<file path="src/rtl/core_lsu_pkg.sv">
// core_lsu_pkg: shared load/store types, funct3 codes and access checks
package core_lsu_pkg;
  localparam logic [2:0] LB  = 3'b000;
  localparam logic [2:0] LH  = 3'b001;
  localparam logic [2:0] LW  = 3'b010;
  localparam logic [2:0] LBU = 3'b100;
  localparam logic [2:0] LHU = 3'b101;
  typedef enum logic [1:0] {
    FLT_OK       = 2'b00,
    FLT_MISALIGN = 2'b01,
    FLT_BUS      = 2'b10,
    FLT_ILLEGAL  = 2'b11
  } fault_e;
  typedef struct packed {
    logic [2:0]  funct3;
    logic [1:0]  alow;
    logic [4:0]  rd;
    logic        filled;
    logic [31:0] data;
    fault_e      fault;
  } ld_entry_t;
  function automatic logic is_illegal(input logic [2:0] f3);
    return (f3 == 3'b011) | (f3[2:1] == 2'b11);
  endfunction
  function automatic logic is_misaligned(input logic [2:0] f3, input logic [1:0] a);
    return ((f3[1:0] == 2'b01) & a[0]) | ((f3[1:0] == 2'b10) & (a != 2'b00));
  endfunction
  function automatic logic [3:0] lane_sel(input logic [2:0] f3, input logic [1:0] a);
    return f3[1] ? 4'b1111 : f3[0] ? (a[1] ? 4'b1100 : 4'b0011) : 4'b0001 << a;
  endfunction
endpackage

</file>
<file path="src/rtl/core_load_align.sv">
// core_load_align: selects the byte/half/word lane of a read word and extends it
module core_load_align
  import core_lsu_pkg::*;
(
  input  logic [2:0]  i_funct3,
  input  logic [1:0]  i_addr_low,
  input  logic [31:0] i_rdata,
  output logic [31:0] o_data
);
  logic [7:0]  b;
  logic [15:0] h;
  logic        sx;
  always_comb begin
    b = i_rdata[{i_addr_low, 3'b000} +: 8];
    h = i_rdata[{i_addr_low[1], 4'b0000} +: 16];
    sx = ~i_funct3[2];
    o_data = i_funct3[1] ? i_rdata :
             i_funct3[0] ? {{16{sx & h[15]}}, h} : {{24{sx & b[7]}}, b};
  end
endmodule

</file>
<file path="src/rtl/core_load_unit.sv">
// core_load_unit: in-order load tracker issuing word reads and returning extended results
module core_load_unit
  import core_lsu_pkg::*;
#(
  parameter int OUTSTANDING = 2,
  parameter int ADDR_W      = 32
) (
  input  logic              i_clk,
  input  logic              i_reset_n,
  input  logic              i_req_valid,
  output logic              o_req_ready,
  input  logic [2:0]        i_funct3,
  input  logic [ADDR_W-1:0] i_addr,
  input  logic [4:0]        i_rd,
  output logic              o_bus_req,
  output logic [ADDR_W-1:0] o_bus_addr,
  output logic [3:0]        o_bus_sel,
  input  logic              i_bus_ack,
  input  logic              i_bus_rvalid,
  input  logic [31:0]       i_bus_rdata,
  input  logic              i_bus_err,
  output logic              o_wb_valid,
  input  logic              i_wb_ready,
  output logic [31:0]       o_wb_data,
  output logic [4:0]        o_wb_rd,
  output logic [1:0]        o_wb_fault,
  output logic              o_busy
);
  localparam int PW = OUTSTANDING > 1 ? $clog2(OUTSTANDING) : 1;
  localparam int CW = $clog2(OUTSTANDING + 1);
  ld_entry_t         ent_q [OUTSTANDING];
  ld_entry_t         ent_d [OUTSTANDING];
  logic [PW-1:0]     head_q, head_d, tail_q, tail_d, fill_idx;
  logic [CW-1:0]     count_q, count_d;
  logic              bus_req_q, bus_req_d;
  logic [ADDR_W-1:0] bus_addr_q, bus_addr_d;
  logic [3:0]        bus_sel_q, bus_sel_d;
  logic              wb_valid_q, wb_valid_d;
  logic [31:0]       wb_data_q, wb_data_d, aligned;
  logic [4:0]        wb_rd_q, wb_rd_d;
  fault_e            wb_fault_q, wb_fault_d, req_fault;
  logic              push, pop, found, fill;
  function automatic logic [PW-1:0] nxt(input logic [PW-1:0] p);
    return (p == PW'(OUTSTANDING - 1)) ? '0 : p + 1'b1;
  endfunction
  core_load_align u_align (
    .i_funct3  (ent_q[fill_idx].funct3),
    .i_addr_low(ent_q[fill_idx].alow),
    .i_rdata   (i_bus_rdata),
    .o_data    (aligned)
  );
  assign o_req_ready = i_reset_n & (count_q < CW'(OUTSTANDING)) & !bus_req_q;
  assign o_bus_req   = bus_req_q;
  assign o_bus_addr  = bus_addr_q;
  assign o_bus_sel   = bus_sel_q;
  assign o_wb_valid  = wb_valid_q;
  assign o_wb_data   = wb_data_q;
  assign o_wb_rd     = wb_rd_q;
  assign o_wb_fault  = wb_fault_q;
  assign o_busy      = (count_q != '0) | bus_req_q;
  always_comb begin
    push = i_req_valid & o_req_ready;
    req_fault = is_illegal(i_funct3) ? FLT_ILLEGAL :
                is_misaligned(i_funct3, i_addr[1:0]) ? FLT_MISALIGN : FLT_OK;
    found = 1'b0;
    fill_idx = head_q;
    for (int k = 0; k < OUTSTANDING; k++) begin
      if (!found && k < int'(count_q) && !ent_q[(int'(head_q) + k) % OUTSTANDING].filled) begin
        found = 1'b1;
        fill_idx = PW'((int'(head_q) + k) % OUTSTANDING);
      end
    end
    fill = found & i_bus_rvalid;
    ent_d = ent_q;
    if (fill) begin
      ent_d[fill_idx].filled = 1'b1;
      ent_d[fill_idx].data = i_bus_err ? '0 : aligned;
      ent_d[fill_idx].fault = i_bus_err ? FLT_BUS : FLT_OK;
    end
    if (push)
      ent_d[tail_q] = '{funct3: i_funct3, alow: i_addr[1:0], rd: i_rd,
                        filled: req_fault != FLT_OK, data: '0, fault: req_fault};
    // pop sees this cycle's push and fill, giving the one-cycle result latency
    pop = ((count_q != '0) | push) & ent_d[head_q].filled & (!wb_valid_q | i_wb_ready);
    count_d = count_q + CW'(push) - CW'(pop);
    head_d = pop ? nxt(head_q) : head_q;
    tail_d = push ? nxt(tail_q) : tail_q;
    bus_req_d = bus_req_q ? !i_bus_ack : push & (req_fault == FLT_OK);
    bus_addr_d = push ? {i_addr[ADDR_W-1:2], 2'b00} : bus_addr_q;
    bus_sel_d = push ? lane_sel(i_funct3, i_addr[1:0]) : bus_sel_q;
    wb_valid_d = pop | (wb_valid_q & !i_wb_ready);
    wb_data_d = pop ? ent_d[head_q].data : wb_data_q;
    wb_rd_d = pop ? ent_d[head_q].rd : wb_rd_q;
    wb_fault_d = pop ? ent_d[head_q].fault : wb_fault_q;
  end
  always_ff @(posedge i_clk or negedge i_reset_n) begin
    if (!i_reset_n) begin
      for (int i = 0; i < OUTSTANDING; i++) ent_q[i] <= '0;
      head_q <= '0;
      tail_q <= '0;
      count_q <= '0;
      bus_req_q <= 1'b0;
      bus_addr_q <= '0;
      bus_sel_q <= '0;
      wb_valid_q <= 1'b0;
      wb_data_q <= '0;
      wb_rd_q <= '0;
      wb_fault_q <= FLT_OK;
    end else begin
      ent_q <= ent_d;
      head_q <= head_d;
      tail_q <= tail_d;
      count_q <= count_d;
      bus_req_q <= bus_req_d;
      bus_addr_q <= bus_addr_d;
      bus_sel_q <= bus_sel_d;
      wb_valid_q <= wb_valid_d;
      wb_data_q <= wb_data_d;
      wb_rd_q <= wb_rd_d;
      wb_fault_q <= wb_fault_d;
    end
  end
endmodule
</file>
<file path="config.mk">
export PLATFORM = sky130hd
export DESIGN_NAME = core_load_unit
export DESIGN_NICKNAME = d
export VERILOG_FILES = /design/src/rtl/core_lsu_pkg.sv /design/src/rtl/core_load_align.sv /design/src/rtl/core_load_unit.sv
export SDC_FILE = /design/constraint.sdc
export NUM_CORES = 1
export LEC_CHECK = 0
export ABC_CLOCK_PERIOD_IN_PS = 6750
export BUFFER_PORTS_ARGS = -buffer_cell sky130_fd_sc_hd__clkbuf_2
export CORE_ASPECT_RATIO = 1.25
export CORE_MARGIN = 3
export CORE_UTILIZATION = 40
export CTS_BUF_LIST = sky130_fd_sc_hd__clkbuf_16
export CTS_CLUSTER_SIZE = 14
export DETAILED_ROUTE_END_ITERATION = 8
export PLACE_DENSITY = 0.69
export SYNTH_ARGS = -nofsm -noshare
export SYNTH_HDL_FRONTEND = slang
export SYNTH_SLANG_ARGS = --single-unit
</file>
<file path="constraint.sdc">
create_clock -name i_clk -period 6.75 [get_ports i_clk]
set_input_delay 0.3375 -clock i_clk [delete_from_list [all_inputs] [get_ports i_clk]]
set_output_delay 0.3375 -clock i_clk [all_outputs]
set_load 0.01 [all_outputs]
</file>
==> reports/results.ini <==
[cts]
cts_resized=0
post_cts_buffers=0
clk_latency_ps=430
clkSlewWorstSetupHoldPaths_ps=70
ctsHoldBuffers=1
h-tree-depth=4
cts_tree=done
ctsLongestPathBuffers=2
cts.sinks=169
cts_inserted_buffers=17
root_buffer=clkbuf_16

[setup_path]
crit_fanout=63
critical-path-slowest-cell=nor4bb_4
required_ps=7040
startpoint_type=input port
rrSetupSlack_ps=1740
slowest_delay_ps=1000
crit_arrival_ps=5540
crit_chain=dlygate4sd3_1 > buf_6 > nor4bb_4 > a21oi_2 > a221oi_1 > nor2_1 > nand2_2 > buf_4 > clkinv_1 > ha_1 > inv_1 > ha_1 > xnor2_1 > xnor2_1
r2r_cells=12
cp-end-kind=register
critPathKind=input port to register

[layout]
drive_above_1_share_pct=25.6
antenna_cells=0
seq_area_um2=4230
fin_area_um2=9790
final_cells=1263
num-nets-final=1061
num-fill-cells=1953
multi_input_area_um2=3670
area_growth_pct=18.9

[routing]
final_antenna_net_count=0
viasPerCell=5.63
drt_iter0_drc=601
drt_pass1_iterations=6
wl_per_cell_um=18.4
vias=7115
route.detailed.drc=0
wl_um=23200

[global_routing]
grt_pass1_wl_um=37700
grtUsageMet2_pct=34.6
grtUsageMet3_pct=4.71
track_usage_pct=20.8
grt-busiest-layer=met2
gr-total-overflow=0
grt_use_met1_pct=26.2
grt_pass1_vias=7252
antenna_found_initial=0
grt_max_degree=84

[timing]
relSlewSlack_pct=23.6
finalSetupViolCount=0
setup_ws_ps=1500
fin_worst_skew_ps=11.6
worst_slew_pin_slew_ps=1140
hold_viol_final=0
period_share_pct=77.7
rsz0062_at_grt=no
slew_violations=0
finalSetupTns_ps=0
fmax_mhz=191
fin_crit_ps=5250

[synth]
yosys.area_share.simple_pct=17.1
synth_seq_cells=169
synth_top_family_by_area=compound AO/OA/AOI/OAI gates
synth_edf_count=0
synthXorXnorAreaFrac_pct=0.425
syn_area_per_cell_um2=9.63
postSynthCellCount=855
synthAdderAreaFrac_pct=0.304
post_synth_instance_area_um2=8240
synthMuxAreaShare_pct=4.65
yosysUniqueCellTypes=65
synth_compound_area_share_pct=21.8
seq_area_frac_synth_pct=51.4
ys.flop_type=dfrtp_1
ys_async_sr_fraction_pct=100
synth_warnings=0

[place]
placed_cells=1230
dp_slack_ps=1610
hpwl_um=15800
placed_area_um2=9170
place_congestion=1.00
io_buffers=155

[run]
drv_cap=0

[worst_hold_path]
hold_path_depth=2
hold_class=input port to register

[floorplanning]
core_um2=20200
die_w_um=134
die_h_um=166
initial_core_util_pct=40.8
ioPinCount=158
rows=58
die-area_um2=22400

[pwr]
p_per_area_nw_per_um2=526
leakage_nw=4.69
vdd_ir_drop_max_mv=0.326

[run_status]
outcome=complete, no violations

[state kept, by name, summed over array words and instances (netlist names), 2 cells and up]
signal,count
o_bus_sel,4
o_wb_fault,2
o_bus_addr,30
count_q,2
o_wb_rd,5
ent_q,90
o_wb_data,32
[where the power goes]
part | switching [mW] | leakage [nW] | total, mW | internal (mW)
logic | 1.52 | 2.21 | 2.39 | 0.869
clock network | 0.451 | 0.293 | 1.01 | 0.563
registers | 0.272 | 2.18 | 1.75 | 1.48
total | 2.24 | 4.69 | 5.15 | 2.91
[cells in the mapped netlist (9+ instances only)]
master	count	share of area (%)
nand2_1	201	9.2
dfrtp_1	169	51
nor2_1	57	2.6
o21ai_0	45	2.7
clkbuf_1	37	1.7
nand3_1	35	2.1
o311a_1	32	3.9
a31oi_1	25	1.9
mux2_2	22	3.0
o21ai_1	21	1.3
a21oi_1	16	0.97
a32oi_1	16	1.7
o31ai_2	16	2.4
buf_2	13	0.79
inv_1	13	0.59
mux2i_1	12	1.5
o21bai_1	9	0.82
[cell families after synthesis]
group / after synthesis
muxes: 35
DFF: 169
other: 1
and+or+nand+nor: 330
AOI/OAI and AO/OA: 235
buffers and inverters: 79
adders and majority gates: 2
xor gates and xnor gates: 4
[worst paths after layout]
| path | start | to |
|---|---|---|
| max | i_reset_n | count_q[1] |
| min | i_bus_ack | o_bus_req |
| max reg2reg | count_q[1] | count_q[1] |
| min reg2reg | ent_q[38] | ent_q[38] |
| max in group asynchronous | i_reset_n | ent_q[40] |
| min in group asynchronous | i_reset_n | ent_q[76] |
[critical path: cells and delay by family]
| family | cells | cell delay (ps) |
|---|---|---|
| AO/OA/AOI/OAI | 2 | 780 |
| XOR/XNOR | 2 | 260 |
| adder cells (fa/ha/maj) | 2 | 670 |
| buffers and inverters | 5 | 2260 |
| AND/OR/NAND/NOR | 3 | 1180 |
[area by class of cell]
| class | count | share of cell area [%] |
|---|---|---|
| clock inverters | 15 | 1.88 |
| flip-flops and latches | 169 | 43.2 |
| repair buffers | 168 | 9.01 |
| well taps | 270 | 3.45 |
| multi-input cells | 608 | 37.5 |
| inverters | 16 | 0.613 |
| clock buffers | 17 | 4.35 |
[through the flow]
stage                     power [mW]  utilization [%]  hold slack [ps]
after floorplan                 3.44                -             41.9
after global placement          4.08             45.5              317
after detailed placement        4.13             45.5              323
after CTS                       5.16             48.5             82.1
after global routing            5.52             48.5             85.6
final                           5.15             48.5             92.6
[routing by layer]
layer	up-vias	part of all wire (%)
li1	3317	-
met1	3479	42
met2	263	49
met3	56	6.1
met4	0	3.3
met5	-	0
[placed cells by master, fill, tap and decap left out, types with 8 or more instances in the layout]
cell type	n
nand2_1	200
dfrtp_1	169
clkbuf_2	154
nor2_1	56
o21ai_0	45
nand3_1	35
o311a_1	32
a31oi_1	25
mux2_2	22
o21ai_1	21
clkbuf_16	17
a21oi_1	16
a32oi_1	16
o31ai_2	16
inv_1	13
mux2i_1	12
buf_4	12
o21bai_1	9
a22o_1	8
a221oi_1	8
Note: power is estimated with default switching activity, not from simulation.
